[src/rtl/ld_st_control_sequencer_if.sv]
// Control bundle between the load/store sequencer and the datapath it drives.
interface ld_st_control_sequencer_if;
    logic [31:0] ir;
    logic        CONFFOut;
    logic [31:0] enable;
    logic [31:0] busSelect;
    logic [4:0]  Control_Signals;
    logic        MD_Read;
    logic        ReadRAM;
    logic        WriteRAM;
    logic        Gra;
    logic        Grb;
    logic        Grc;
    logic        Rin;
    logic        Rout;
    logic        BAout;
    logic        run;

    modport master (
        input  ir, CONFFOut,
        output enable, busSelect, Control_Signals, MD_Read, ReadRAM, WriteRAM,
               Gra, Grb, Grc, Rin, Rout, BAout, run
    );

    modport slave (
        output ir, CONFFOut,
        input  enable, busSelect, Control_Signals, MD_Read, ReadRAM, WriteRAM,
               Gra, Grb, Grc, Rin, Rout, BAout, run
    );
endinterface

[src/rtl/ld_st_control_sequencer.sv]
// Hardwired Moore control unit: fetch T0-T2, then per-opcode execute T3-T7.
// RAM-access states stretch by MEM_WAIT cycles using a 2-bit wait counter.
module ld_st_control_sequencer #(
    parameter int MEM_WAIT = 0
) (
    input  logic                          clk,
    input  logic                          clr,
    ld_st_control_sequencer_if.master     bus
);
    localparam logic [3:0] S_RESET = 4'd0;
    localparam logic [3:0] S_T0    = 4'd1;
    localparam logic [3:0] S_T1    = 4'd2;
    localparam logic [3:0] S_T2    = 4'd3;
    localparam logic [3:0] S_T3    = 4'd4;
    localparam logic [3:0] S_T4    = 4'd5;
    localparam logic [3:0] S_T5    = 4'd6;
    localparam logic [3:0] S_T6    = 4'd7;
    localparam logic [3:0] S_T7    = 4'd8;
    localparam logic [3:0] S_HALT  = 4'd9;

    localparam logic [2:0] OP_LD   = 3'd0;
    localparam logic [2:0] OP_LDI  = 3'd1;
    localparam logic [2:0] OP_ST   = 3'd2;
    localparam logic [2:0] OP_ADDI = 3'd3;
    localparam logic [2:0] OP_BR   = 3'd4;

    localparam logic [4:0] OPC_LD   = 5'b00000;
    localparam logic [4:0] OPC_LDI  = 5'b00001;
    localparam logic [4:0] OPC_ST   = 5'b00010;
    localparam logic [4:0] OPC_ADDI = 5'b00011;
    localparam logic [4:0] OPC_BR   = 5'b10010;
    localparam logic [4:0] OPC_HALT = 5'b11011;

    localparam logic [1:0] WAIT_LAST = MEM_WAIT[1:0];

    logic [3:0]  r_state;
    logic [2:0]  r_op;
    logic [1:0]  r_wait;
    logic [3:0]  w_next_state;
    logic [2:0]  w_next_op;
    logic        w_mem_state;
    logic        w_last;

    logic [31:0] w_enable;
    logic [31:0] w_bus_sel;
    logic [4:0]  w_ctrl;
    logic        w_md_read;
    logic        w_read_ram;
    logic        w_write_ram;
    logic        w_gra;
    logic        w_grb;
    logic        w_rin;
    logic        w_rout;
    logic        w_baout;
    logic        w_run;

    // Memory states are T1 always, T6 of ld and T7 of st.
    assign w_mem_state = (r_state == S_T1) ||
                         ((r_state == S_T6) && (r_op == OP_LD)) ||
                         ((r_state == S_T7) && (r_op == OP_ST));
    assign w_last      = !w_mem_state || (r_wait == WAIT_LAST);

    // Next-state and opcode-class selection.
    always_comb begin
        w_next_state = r_state;
        w_next_op    = r_op;
        case (r_state)
            S_RESET: w_next_state = S_T0;
            S_T0:    w_next_state = S_T1;
            S_T1: begin
                if (w_last) begin
                    w_next_state = S_T2;
                end else begin
                    w_next_state = S_T1;
                end
            end
            S_T2: begin
                case (bus.ir[31:27])
                    OPC_LD:   begin w_next_state = S_T3; w_next_op = OP_LD;   end
                    OPC_LDI:  begin w_next_state = S_T3; w_next_op = OP_LDI;  end
                    OPC_ST:   begin w_next_state = S_T3; w_next_op = OP_ST;   end
                    OPC_ADDI: begin w_next_state = S_T3; w_next_op = OP_ADDI; end
                    OPC_BR:   begin w_next_state = S_T3; w_next_op = OP_BR;   end
                    OPC_HALT: w_next_state = S_HALT;
                    default:  w_next_state = S_T0;
                endcase
            end
            S_T3: w_next_state = S_T4;
            S_T4: w_next_state = S_T5;
            S_T5: begin
                if ((r_op == OP_LDI) || (r_op == OP_ADDI)) begin
                    w_next_state = S_T0;
                end else begin
                    w_next_state = S_T6;
                end
            end
            S_T6: begin
                if (r_op == OP_BR) begin
                    w_next_state = S_T0;
                end else if (w_last) begin
                    w_next_state = S_T7;
                end else begin
                    w_next_state = S_T6;
                end
            end
            S_T7: begin
                if (w_last) begin
                    w_next_state = S_T0;
                end else begin
                    w_next_state = S_T7;
                end
            end
            S_HALT:  w_next_state = S_HALT;
            default: w_next_state = S_RESET;
        endcase
    end

    // State, opcode class and wait counter; clr overrides everything.
    always_ff @(posedge clk) begin
        if (clr) begin
            r_state <= S_RESET;
            r_op    <= OP_LD;
            r_wait  <= 2'd0;
        end else begin
            r_state <= w_next_state;
            r_op    <= w_next_op;
            if (w_next_state != r_state) begin
                r_wait <= 2'd0;
            end else if (w_mem_state) begin
                r_wait <= r_wait + 2'd1;
            end else begin
                r_wait <= 2'd0;
            end
        end
    end

    // Moore output decode; only T1/T6 look at the wait count and br T6 at CONFFOut.
    always_comb begin
        w_enable    = 32'd0;
        w_bus_sel   = 32'd0;
        w_ctrl      = 5'd0;
        w_md_read   = 1'b0;
        w_read_ram  = 1'b0;
        w_write_ram = 1'b0;
        w_gra       = 1'b0;
        w_grb       = 1'b0;
        w_rin       = 1'b0;
        w_rout      = 1'b0;
        w_baout     = 1'b0;
        w_run       = 1'b1;
        case (r_state)
            S_T0: begin
                w_bus_sel[20] = 1'b1;
                w_enable[25]  = 1'b1;
                w_enable[18]  = 1'b1;
                w_ctrl        = 5'd14;
            end
            S_T1: begin
                w_bus_sel[19] = 1'b1;
                w_md_read     = 1'b1;
                w_read_ram    = 1'b1;
                w_enable[20]  = w_last;
                w_enable[21]  = w_last;
            end
            S_T2: begin
                w_bus_sel[21] = 1'b1;
                w_enable[24]  = 1'b1;
            end
            S_T3: begin
                if (r_op == OP_BR) begin
                    w_gra        = 1'b1;
                    w_rout       = 1'b1;
                    w_enable[26] = 1'b1;
                end else if (r_op == OP_ADDI) begin
                    w_grb        = 1'b1;
                    w_rout       = 1'b1;
                    w_enable[19] = 1'b1;
                end else begin
                    w_grb        = 1'b1;
                    w_baout      = 1'b1;
                    w_enable[19] = 1'b1;
                end
            end
            S_T4: begin
                if (r_op == OP_BR) begin
                    w_bus_sel[20] = 1'b1;
                    w_enable[19]  = 1'b1;
                end else begin
                    w_bus_sel[23] = 1'b1;
                    w_ctrl        = 5'd1;
                    w_enable[18]  = 1'b1;
                end
            end
            S_T5: begin
                case (r_op)
                    OP_BR: begin
                        w_bus_sel[23] = 1'b1;
                        w_ctrl        = 5'd1;
                        w_enable[18]  = 1'b1;
                    end
                    OP_LDI, OP_ADDI: begin
                        w_bus_sel[19] = 1'b1;
                        w_gra         = 1'b1;
                        w_rin         = 1'b1;
                    end
                    default: begin
                        w_bus_sel[19] = 1'b1;
                        w_enable[25]  = 1'b1;
                    end
                endcase
            end
            S_T6: begin
                case (r_op)
                    OP_BR: begin
                        w_bus_sel[19] = 1'b1;
                        w_enable[20]  = bus.CONFFOut;
                    end
                    OP_ST: begin
                        w_gra        = 1'b1;
                        w_rout       = 1'b1;
                        w_enable[21] = 1'b1;
                    end
                    default: begin
                        w_md_read    = 1'b1;
                        w_read_ram   = 1'b1;
                        w_enable[21] = w_last;
                    end
                endcase
            end
            S_T7: begin
                if (r_op == OP_ST) begin
                    w_write_ram = 1'b1;
                end else begin
                    w_bus_sel[21] = 1'b1;
                    w_gra         = 1'b1;
                    w_rin         = 1'b1;
                end
            end
            S_HALT:  w_run = 1'b0;
            default: w_run = 1'b1;
        endcase
    end

    assign bus.enable          = w_enable;
    assign bus.busSelect       = w_bus_sel;
    assign bus.Control_Signals = w_ctrl;
    assign bus.MD_Read         = w_md_read;
    assign bus.ReadRAM         = w_read_ram;
    assign bus.WriteRAM        = w_write_ram;
    assign bus.Gra             = w_gra;
    assign bus.Grb             = w_grb;
    assign bus.Grc             = 1'b0;
    assign bus.Rin             = w_rin;
    assign bus.Rout            = w_rout;
    assign bus.BAout           = w_baout;
    assign bus.run             = w_run;
endmodule
[src/flat_wrapper.sv]
// flat-port wrapper written by rule: the top's interface ports become plain ports
module ld_st_control_sequencer_flat 
#(
    parameter int MEM_WAIT = 0
)
  (clk, clr, bus_ir, bus_CONFFOut, bus_enable, bus_busSelect, bus_Control_Signals, bus_MD_Read, bus_ReadRAM, bus_WriteRAM, bus_Gra, bus_Grb, bus_Grc, bus_Rin, bus_Rout, bus_BAout, bus_run);
  ld_st_control_sequencer_if bus_i ();
  input  logic clk;
  input  logic clr;
  input wire logic [$bits(bus_i.ir)-1:0] bus_ir;
  input wire logic [$bits(bus_i.CONFFOut)-1:0] bus_CONFFOut;
  output wire logic [$bits(bus_i.enable)-1:0] bus_enable;
  output wire logic [$bits(bus_i.busSelect)-1:0] bus_busSelect;
  output wire logic [$bits(bus_i.Control_Signals)-1:0] bus_Control_Signals;
  output wire logic [$bits(bus_i.MD_Read)-1:0] bus_MD_Read;
  output wire logic [$bits(bus_i.ReadRAM)-1:0] bus_ReadRAM;
  output wire logic [$bits(bus_i.WriteRAM)-1:0] bus_WriteRAM;
  output wire logic [$bits(bus_i.Gra)-1:0] bus_Gra;
  output wire logic [$bits(bus_i.Grb)-1:0] bus_Grb;
  output wire logic [$bits(bus_i.Grc)-1:0] bus_Grc;
  output wire logic [$bits(bus_i.Rin)-1:0] bus_Rin;
  output wire logic [$bits(bus_i.Rout)-1:0] bus_Rout;
  output wire logic [$bits(bus_i.BAout)-1:0] bus_BAout;
  output wire logic [$bits(bus_i.run)-1:0] bus_run;
  assign bus_i.ir = bus_ir;
  assign bus_i.CONFFOut = bus_CONFFOut;
  assign bus_enable = bus_i.enable;
  assign bus_busSelect = bus_i.busSelect;
  assign bus_Control_Signals = bus_i.Control_Signals;
  assign bus_MD_Read = bus_i.MD_Read;
  assign bus_ReadRAM = bus_i.ReadRAM;
  assign bus_WriteRAM = bus_i.WriteRAM;
  assign bus_Gra = bus_i.Gra;
  assign bus_Grb = bus_i.Grb;
  assign bus_Grc = bus_i.Grc;
  assign bus_Rin = bus_i.Rin;
  assign bus_Rout = bus_i.Rout;
  assign bus_BAout = bus_i.BAout;
  assign bus_run = bus_i.run;
  ld_st_control_sequencer #(.MEM_WAIT(MEM_WAIT)) u_core (.clk(clk), .clr(clr), .bus(bus_i));
endmodule
[config.mk]
export PLATFORM = sky130hd
export DESIGN_NAME = ld_st_control_sequencer_flat
export DESIGN_NICKNAME = d
export VERILOG_FILES = /design/src/rtl/ld_st_control_sequencer_if.sv /design/src/rtl/ld_st_control_sequencer.sv /design/src/flat_wrapper.sv
export SDC_FILE = /design/constraint.sdc
export NUM_CORES = 1
export LEC_CHECK = 0
export ABC_CLOCK_PERIOD_IN_PS = 4300
export BUFFER_PORTS_ARGS = -buffer_cell sky130_fd_sc_hd__buf_2
export CORE_ASPECT_RATIO = 2
export CORE_MARGIN = 5
export CORE_UTILIZATION = 43
export CTS_CLUSTER_DIAMETER = 50
export DETAILED_ROUTE_END_ITERATION = 16
export MAX_ROUTING_LAYER = met4
export PLACE_DENSITY = 0.84
export SETUP_SLACK_MARGIN = 0.15
export SLEW_MARGIN = 10
export SYNTH_ARGS = -nofsm -noshare
export SYNTH_HDL_FRONTEND = slang
export SYNTH_SLANG_ARGS = --single-unit
[constraint.sdc]
create_clock -name clk -period 4.3 [get_ports clk]
set_input_delay 0.215 -clock clk [delete_from_list [all_inputs] [get_ports clk]]
set_output_delay 0.215 -clock clk [all_outputs]
set_load 0.05 [all_outputs]
==> reports/qor.txt <==
Status -> finished clean
Cell count after synthesis -> 191
Area of the multi-input gates -> 905 um2
First-pass GRT wire length -> 4.91 mm
Max FO, Critical Path -> 14
Hold violation total from the final report -> 0
Setup Skew -> 0.00395 ns
Gr ovfl total -> 0
RR Endpoint -> u_core.r_wait[1]
R2R depth -> 6
I/O Buffers -> 31
Synth Flop Type -> dfxtp_1
Worst Setup SP -> u_core.r_state[2]
Post-synthesis register bit count -> 9
Row Count -> 29
Yosys Warn Count -> 0
Kind of critical path -> reg2out
Asr flop ratio synth -> 0%
Final min period -> 2.46 ns
Post-synth top area share -> 31.6%
CTS tree -> built
Final Setup Violations -> 0
Critical Path RT -> 4.09 ns
Worst-Skew Late Latency -> 0.24 ns
Clock Sinks -> 9
Register area -> 180 um2
Via count -> 1276
Setup TNS -> 0 ns
Core Region -> 0.00316 mm2
Dpl cell area -> 0.00131 mm2
R2R Setup Slk -> 2.21 ns
Pins Over Slew Limit -> 0
Worst-path clk slew -> 0.05 ns
Hold crit path type -> in2reg
EDFF count, synth -> 0
# nets final -> 248
CTS H-tree depth -> 1
Slew @ Worst Pin -> 0.758 ns
Initial detailed-routing violation count -> 38
Total Routing Usage GR -> 13.6%
RSZ-0062 raised after global routing -> no
Avg Cell Area, Syn -> 7.34 um2
Vias per inst -> 5.27
Dpl ws -> 2.12 ns
Largest net degree at the start of global routing -> 18
Chip Height -> 90.7 um
Max frequency -> 407 MHz
Largest area contributor in the netlist -> buf_4
Starting density of the core -> 44.4%
Crit path capture type -> output port
Arrival time worst endpoint -> 2.24 ns
Drt pass-1 iters -> 4
Die area -> 0.00457 mm2
CTS max path bufs -> 2
Dpl hpwl -> 2.68 mm
Gpl congestion -> 0.928
Worst IR Drop VDD -> 188 uV
Routed WL per cell -> 13.8 um
# diodes -> 0
Period utilisation layout -> 57.2%
Fillers -> 347
Drt drc -> 0
Pwr dens -> 290 mW/mm2
Initial antenna violation count -> 0
Worst setup path end -> bus_Gra
Non-Filler Instances -> 242
Chip width -> 50.4 um
IO Pins -> 114
Antenna Nets Post-Route -> 0
Slew headroom -> 48.2%
Maxcap violations -> 0
Share of layout cells above drive strength 1 -> 19.4%
Layout Area Growth over Synthesis -> -3.13%
Setup Buffers After CTS -> 0
Synth top cells by count -> buf_4 (59), nor2_1 (10)
Synth top area cells -> buf_4 (32%), dfxtp_1 (13%), nor2b_1 (4.0%), o21ai_0 (3.2%), nor2_1 (2.7%)
Dpl cells -> 238
Mapped cell area -> 0.00140 mm2
P_leak -> 0.623 nW
Total Wirelength -> 3.35 mm
RR Startpoint -> u_core.r_wait[0]
Yosys cell types -> 46
Resized Gates After CTS -> 0
Clock buffer count from CTS -> 3
Final WS setup -> 1.84 ns
Startpoint Class -> register
CTS Hold Bufs -> 0
Design Area, Final -> 0.00136 mm2
Most frequent cell after synthesis -> buf_4
CTS root buf -> clkbuf_8
Seq/Total Area, Yosys -> 12.9%
Vias in the first global route -> 1119
sequential cells by signal, indices dropped and copies added (netlist names):
register and count:
u_core.r_op 3, u_core.r_state 4, u_core.r_wait 2
cells in the final DEF (no fill, tap or decap), types with 2 or more instances in the layout:
| cell | synthesis | routed |
|---|---|---|
| nor4_1 | 2 | 2 |
| nand4b_1 | 2 | 2 |
| o211ai_1 | 3 | 3 |
| o31ai_1 | 3 | 3 |
| buf_2 | 4 | 31 |
| clkbuf_8 | 0 | 3 |
| or3_1 | 2 | 2 |
| inv_1 | 9 | 9 |
| and2_1 | 2 | 2 |
| conb_1 | 1 | 55 |
| a21oi_1 | 6 | 6 |
| nand2_1 | 9 | 9 |
| or4b_2 | 2 | 2 |
| nor2b_1 | 9 | 9 |
| nor3_1 | 3 | 3 |
| o21ai_0 | 9 | 9 |
| dfxtp_1 | 9 | 9 |
| nor2_1 | 10 | 10 |
| or4_1 | 4 | 4 |
| a31oi_1 | 4 | 4 |
| xnor2_1 | 2 | 2 |
| o21bai_1 | 2 | 2 |
| or4b_1 | 2 | 2 |
| nor3b_1 | 3 | 3 |
| nand2b_1 | 4 | 4 |
worst min path at each step:
stage,from,endpoint,slack (ns),cells after the start
after floorplan,clr,u_core.r_op[0],0.28,1
after global placement,clr,u_core.r_op[1],0.49,2
after detailed placement,clr,u_core.r_op[0],0.49,2
after CTS,clr,u_core.r_state[2],0.24,2
after global routing,clr,u_core.r_op[1],0.24,2
final,clr,u_core.r_state[2],0.24,2
metal layers:
metal | track usage (%) | share of wire, %
met1 | 12.8 | 33
met2 | 24.8 | 54
met3 | 1.16 | 9.3
met4 | 8.53 | 3.7
met5 | - | 0
where the power goes:
part | total, W | internal (W) | switching [W]
Sequential | 0.0000941 | 0.0000860 | 0.00000819
Clock | 0.000103 | 0.0000650 | 0.0000379
Combinational | 0.000196 | 0.0000245 | 0.000172
critical path, stage by stage, from the launching register on:
cell	delay (ns)
dfxtp_1	0.58
or4b_2	0.71
nor3b_1	0.22
o21bai_1	0.12
o211ai_1	0.08
buf_2	0.29
stage by stage:
step           hold slack, ns  total power, W  util, %
5_1_grt                 0.245        0.000405     43.0
6_report                0.240        0.000393     43.0
3_5_place_dp            0.489        0.000290     41.6
2_1_floorplan           0.284        0.000310        -
3_3_place_gp            0.486        0.000288     41.6
4_1_cts                 0.241        0.000392     43.0
layout make-up:
class / instances / area share (%)
Multi-Input combinational cell: 158 / 66.6
Inverter: 9 / 2.49
Sequential cell: 9 / 13.3
Clock buffer: 4 / 3.32
Tap cell: 31 / 2.86
Timing Repair Buffer: 31 / 11.4
kinds of logic (layout without fill, tap and decap cells):
logic type	count (synthesis)	after routing	share of synthesized area, %
adders and majority gates	1	1	0.893
AOI/OAI and AO/OA	37	37	19.3
and+or+nand+nor	63	63	28.4
buffers and inverters	78	44	37.1
xor gates and xnor gates	2	2	1.25
DFF	9	9	12.9
other	1	55	0.268
No activity file was read; power rests on OpenSTA's default activity.
